<file path="src/rtl/alu_pkg.sv">
`default_nettype none
// ============================================================================
// Module      : alu_pkg
// Description : Shared divider op and state encodings.
// Revision    : 1.0 - initial release
// ============================================================================
package alu_pkg;

    localparam logic [1:0] OP_DIV  = 2'b00;
    localparam logic [1:0] OP_DIVU = 2'b01;
    localparam logic [1:0] OP_REM  = 2'b10;
    localparam logic [1:0] OP_REMU = 2'b11;

    typedef enum logic [1:0] {
        S_IDLE = 2'b00,
        S_CALC = 2'b01,
        S_FIX  = 2'b10,
        S_DONE = 2'b11
    } state_t;

endpackage
`default_nettype wire

</file>
<file path="src/rtl/div_step.sv">
`default_nettype none
// ============================================================================
// Module      : div_step
// Description : One combinational radix-2 restoring division iteration.
// Revision    : 1.0 - initial release
// ============================================================================
module div_step #(
    parameter int WIDTH = 32
) (
    input  logic [WIDTH-1:0] rem_i,
    input  logic [WIDTH-1:0] quo_i,
    input  logic [WIDTH-1:0] divisor_i,
    output logic [WIDTH-1:0] rem_o,
    output logic [WIDTH-1:0] quo_o
);

    logic [WIDTH:0]   w_shift;
    logic [WIDTH+1:0] w_diff;
    logic             w_borrow;

    always_comb begin
        w_shift  = {rem_i, quo_i[WIDTH-1]};
        // Extra top bit turns the subtract into a borrow flag
        w_diff   = {1'b0, w_shift} - {2'b00, divisor_i};
        w_borrow = w_diff[WIDTH+1];
        rem_o    = WIDTH'(w_borrow ? w_shift : w_diff[WIDTH:0]);
        quo_o    = {quo_i[WIDTH-2:0], ~w_borrow};
    end

endmodule
`default_nettype wire

</file>
<file path="src/rtl/div_unit.sv">
`default_nettype none
// ============================================================================
// Module      : div_unit
// Description : Iterative RV32M DIV/DIVU/REM/REMU divider with valid/ready.
// Revision    : 1.0 - initial release
// ============================================================================
module div_unit
    import alu_pkg::*;
#(
    parameter int WIDTH = 32,
    parameter int CNT_W = $clog2(WIDTH)
) (
    input  logic             clk,
    input  logic             rst,
    input  logic             in_valid,
    output logic             in_ready,
    input  logic [1:0]       op,
    input  logic [WIDTH-1:0] a,
    input  logic [WIDTH-1:0] b,
    output logic             out_valid,
    input  logic             out_ready,
    output logic [WIDTH-1:0] out
);

    localparam logic [WIDTH-1:0] c_INT_MIN = {1'b1, {(WIDTH-1){1'b0}}};
    localparam logic [CNT_W-1:0] c_LAST    = CNT_W'(WIDTH-1);

    state_t           state_q, state_d;
    logic [1:0]       op_q, op_d;
    logic [WIDTH-1:0] babs_q, babs_d;
    logic [WIDTH-1:0] rem_q, rem_d;
    logic [WIDTH-1:0] quo_q, quo_d;
    logic [WIDTH-1:0] out_q, out_d;
    logic [CNT_W-1:0] cnt_q, cnt_d;
    logic             qsign_q, qsign_d;
    logic             rsign_q, rsign_d;

    logic             w_signed;
    logic [WIDTH-1:0] w_a_abs;
    logic [WIDTH-1:0] w_b_abs;
    logic [WIDTH-1:0] w_step_rem;
    logic [WIDTH-1:0] w_step_quo;

    div_step #(.WIDTH(WIDTH)) u_step (
        .rem_i     (rem_q),
        .quo_i     (quo_q),
        .divisor_i (babs_q),
        .rem_o     (w_step_rem),
        .quo_o     (w_step_quo)
    );

    always_ff @(posedge clk) begin
        if (rst) begin
            state_q <= S_IDLE;
            op_q    <= '0;
            babs_q  <= '0;
            rem_q   <= '0;
            quo_q   <= '0;
            out_q   <= '0;
            cnt_q   <= '0;
            qsign_q <= 1'b0;
            rsign_q <= 1'b0;
        end else begin
            state_q <= state_d;
            op_q    <= op_d;
            babs_q  <= babs_d;
            rem_q   <= rem_d;
            quo_q   <= quo_d;
            out_q   <= out_d;
            cnt_q   <= cnt_d;
            qsign_q <= qsign_d;
            rsign_q <= rsign_d;
        end
    end

    always_comb begin
        state_d = state_q;
        op_d    = op_q;
        babs_d  = babs_q;
        rem_d   = rem_q;
        quo_d   = quo_q;
        out_d   = out_q;
        cnt_d   = cnt_q;
        qsign_d = qsign_q;
        rsign_d = rsign_q;

        // op[0] clear selects the signed variants
        w_signed = ~op[0];
        w_a_abs  = (w_signed && a[WIDTH-1]) ? -a : a;
        w_b_abs  = (w_signed && b[WIDTH-1]) ? -b : b;

        unique case (state_q)
            S_IDLE: begin
                if (in_valid) begin
                    op_d    = op;
                    babs_d  = w_b_abs;
                    qsign_d = w_signed & (a[WIDTH-1] ^ b[WIDTH-1]);
                    rsign_d = w_signed & a[WIDTH-1];
                    if (b == '0) begin
                        out_d   = op[1] ? a : '1;
                        state_d = S_DONE;
                    end else if (w_signed && (a == c_INT_MIN) && (b == '1)) begin
                        out_d   = op[1] ? '0 : c_INT_MIN;
                        state_d = S_DONE;
                    end else begin
                        rem_d   = '0;
                        quo_d   = w_a_abs;
                        cnt_d   = '0;
                        state_d = S_CALC;
                    end
                end
            end
            S_CALC: begin
                rem_d = w_step_rem;
                quo_d = w_step_quo;
                cnt_d = cnt_q + CNT_W'(1);
                if (cnt_q == c_LAST) begin
                    state_d = S_FIX;
                end
            end
            S_FIX: begin
                if (op_q[1]) begin
                    out_d = rsign_q ? -rem_q : rem_q;
                end else begin
                    out_d = qsign_q ? -quo_q : quo_q;
                end
                state_d = S_DONE;
            end
            S_DONE: begin
                if (out_ready) begin
                    state_d = S_IDLE;
                end
            end
            default: state_d = S_IDLE;
        endcase
    end

    assign in_ready  = (state_q == S_IDLE);
    assign out_valid = (state_q == S_DONE);
    assign out       = out_q;

endmodule
`default_nettype wire
</file>
<file path="config.mk">
export PLATFORM = sky130hd
export DESIGN_NAME = div_unit
export DESIGN_NICKNAME = d
export VERILOG_FILES = /design/src/rtl/alu_pkg.sv /design/src/rtl/div_step.sv /design/src/rtl/div_unit.sv
export SDC_FILE = /design/constraint.sdc
export NUM_CORES = 1
export LEC_CHECK = 0
export BUFFER_PORTS_ARGS = -buffer_cell sky130_fd_sc_hd__buf_2
export CAP_MARGIN = 20
export CORE_MARGIN = 8
export CORE_UTILIZATION = 41
export DETAILED_ROUTE_END_ITERATION = 12
export PLACE_DENSITY = 0.62
export SLEW_MARGIN = 20
export SYNTH_ARGS = -nofsm -noshare
export SYNTH_HDL_FRONTEND = slang
export SYNTH_HIERARCHICAL = 1
export SYNTH_SLANG_ARGS = --single-unit
export TNS_END_PERCENT = 5
</file>
<file path="constraint.sdc">
create_clock -name clk -period 7.8 [get_ports clk]
set_input_delay 2.34 -clock clk [delete_from_list [all_inputs] [get_ports clk]]
set_output_delay 2.34 -clock clk [all_outputs]
set_load 0.05 [all_outputs]
</file>
==> results.json <==
{
  "status": "finished clean",
  "cp.required_ps": 8150,
  "yosysTopAreaCellShare": 0.247,
  "path_cells": "buf_2 > nor4_1 > nor4bb_1 > nand3_1 > o21ai_2 > a2bb2oi_4 > buf_4 > nand2_1 > a21oi_1",
  "grt_pass1_vias": 10476,
  "diodes": 0,
  "drt-pass1-iter-count": 6,
  "crit_arrival_ps": 6360,
  "drtAntennaViolNets": 0,
  "synthMuxAreaShare": 0.00615,
  "startpoint_type": "primary input",
  "synth.top_cells.by_area": "dfxtp_1 (25%), nand2_1 (6.7%), a21oi_1 (6.3%), xnor2_1 (6.1%), ha_1 (4.8%)",
  "endpoint_kind": "register",
  "initialDrtViolationCount": 986,
  "fmax_mhz": 166,
  "synth_compound_area_frac": 0.287,
  "cts_root_buffer": "clkbuf_16",
  "synthAdderAreaFrac": 0.0498,
  "syn_inst": 1541,
  "synth_edf_count": 0,
  "clk_pin_slew_worst_paths_ps": 60,
  "synth.largest_area_cell": "dfxtp_1",
  "yosys.cell_count.top_type": "nand2_1",
  "avgSynthCellArea_sq_um": 7.27,
  "rr_worst_depth": 7,
  "cts_buffers": 17,
  "syn2layout_area_growth_pct": 8.86,
  "place.gp.congestion": 0.917,
  "startpoint": "b[23]",
  "synth-async-reset-ratio": 0,
  "ctsHoldBuffers": 0,
  "cp_max_fo": 37,
  "row_count": 60,
  "r2r_slack_ps": 4530,
  "skew_ps": 11.4,
  "hold_path_end": "babs_q[17]",
  "p_per_area_nw_per_um2": 285,
  "ys_warn_count": 6,
  "drt-wirelength-per-cell_microns": 18.5,
  "rsz0062_at_grt": "false",
  "start_util": 0.417,
  "drive_above_1_share": 0.121,
  "reg2reg_to": "quo_q[29]",
  "crit_slowest_cell": "nor4bb_1",
  "port_buffers": 103,
  "fp.dieW_microns": 181,
  "die_h_microns": 181,
  "cp_num_buf_inv": 2,
  "track_usage": 0.208,
  "max-cap-violations": 0,
  "grt_max_degree": 71,
  "cts_tree": "done",
  "vdd_ir_drop_max_v": 0.000186,
  "cts_resized": 0,
  "syn_nets": 1655,
  "seq_area_frac_synth": 0.247,
  "p_leak_nw": 4.69,
  "fillerInstances": 2729,
  "tightestPinTransition_ps": 1160,
  "whs_path_depth": 2,
  "vias": 11100,
  "clock_insertion_delay_worst_skew_ps": 430,
  "cp_top_family": "simple AND/OR/NAND/NOR gates",
  "ys_top_cells_by_count": "nand2_1 (201), a21oi_1 (141), dfxtp_1 (138)",
  "finalSetupTns_ps": 0,
  "multi_input_area_sq_um": 7570,
  "hold_viol_final": 0,
  "synth-xor-area-share": 0.104,
  "setup_viol": 0,
  "die_area_sq_um": 32800,
  "period_minus_slack_ps": 6010,
  "htreeDepth": 4,
  "cts_buffer_depth": 2,
  "grt-ovfl-total": 0,
  "seqCellArea_sq_um": 2760,
  "grt_pass1_wl_mm": 56.4,
  "synth_top_family_by_area": "compound AO/OA/AOI/OAI gates",
  "p_total_mw": 3.47,
  "antenna_found_initial": 0,
  "stdcell_count": 1898,
  "io_pins": 104,
  "drc": 0,
  "wl_mm": 35.2,
  "synth-main-ff-cell": "dfxtp_1",
  "core_sq_um": 26900,
  "r2r_start": "state_q[0]",
  "hpwl_mm": 26.2,
  "place_inst": 1866,
  "synthDistinctLibCells": 86,
  "nets": 1658,
  "cts_setup_buffers": 0,
  "ys_seq_elements": 138,
  "max_stage_delay_ps": 1040,
  "hold_path_class": "register to register",
  "synth_area_sq_um": 11200,
  "finalCritPeriodShare": 0.771,
  "drt-vias-per-instance": 5.85,
  "path_class": "primary input to register",
  "maxSlewViolCount": 0,
  "synthSimpleGateAreaFrac": 0.226,
  "cts.sinks": 138,
  "relSlewSlack": 0.216,
  "hold_start": "babs_q[17]"
}
## registers in the layout, summed over array words and instances, names as in the netlist
| register | count |
|---|---|
| op_q | 1 |
| rsign_q | 1 |
| qsign_q | 1 |
| quo_q | 32 |
| rem_q | 32 |
| babs_q | 32 |
| cnt_q | 5 |
| out | 32 |
| state_q | 2 |
## worst max-delay path by stage
stage,endpoint,slack [ps],cells after the start
6_report,rem_q[17],1790,9
4_1_cts,rem_q[2],1950,9
3_5_place_dp,rem_q[2],1510,9
3_3_place_gp,rem_q[2],1690,9
5_1_grt,rem_q[27],1580,9
2_1_floorplan,cnt_q[2],3230,11
## final cells by class
cell class,count,share of cell area
Clock inverter,14,0.0113
Tap cell,341,0.0350
Inverter,70,0.0216
Sequential cell,138,0.227
Multi-Input combinational cell,1205,0.621
Timing Repair Buffer,112,0.0480
Clock buffer,18,0.0360
## tightest hold or removal path, cell delays in order, from the launching register on
cell and delay [ps]:
dfxtp_1 310, nand2_1 60, a21oi_1 50
## cells by family (layout without fill, tap and decap cells)
kind of cell / after synthesis / after routing
and+or+nand+nor: 538 / 538
AOI/OAI and AO/OA: 484 / 484
buffers and inverters: 198 / 214
DFF: 138 / 138
xor gates and xnor gates: 133 / 133
adders and majority gates: 44 / 44
muxes: 6 / 6
## where the power goes
part / total (mW) / leakage, nW / switching [mW] / internal (mW)
logic: 1.66 / 3.30 / 1.11 / 0.552
registers: 1.01 / 1.12 / 0.160 / 0.849
clock network: 0.804 / 0.266 / 0.351 / 0.453
total: 3.47 / 4.69 / 1.62 / 1.85
## cell usage in the layout (no fill, tap or decap), types with 29 or more instances in the layout
master,count
o21ai_0,85
ha_1,42
xnor2_1,78
buf_2,102
inv_1,69
a211oi_1,39
nand3_1,52
nor2_1,121
o211ai_1,39
xor2_1,55
o31ai_1,29
a21oi_1,140
nand2_1,201
nor3_1,41
dfxtp_1,138
## routing by layer
metal | wire, microns | part of all wire | GRT usage | up-vias
met5 | 0 | 0 | 0 | -
met3 | 1850 | 0.053 | 0.0339 | 41
met1 | 16700 | 0.48 | 0.284 | 5147
met4 | 691 | 0.020 | 0.0610 | 0
met2 | 15900 | 0.45 | 0.334 | 345
li1 | - | - | - | 5567
## per-stage QoR
step | util | setup slack [ps] | instance area [sq um] | hold slack, ps
detailed placement | 0.432 | 1510 | 11600 | 451
CTS | 0.453 | 1950 | 12200 | 460
global route | 0.453 | 1580 | 12200 | 496
finish | 0.453 | 1790 | 12200 | 460
global placement | 0.432 | 1690 | 11600 | 441
floorplan | - | 3230 | 11200 | 432
(Power assumes the default switching activity.)
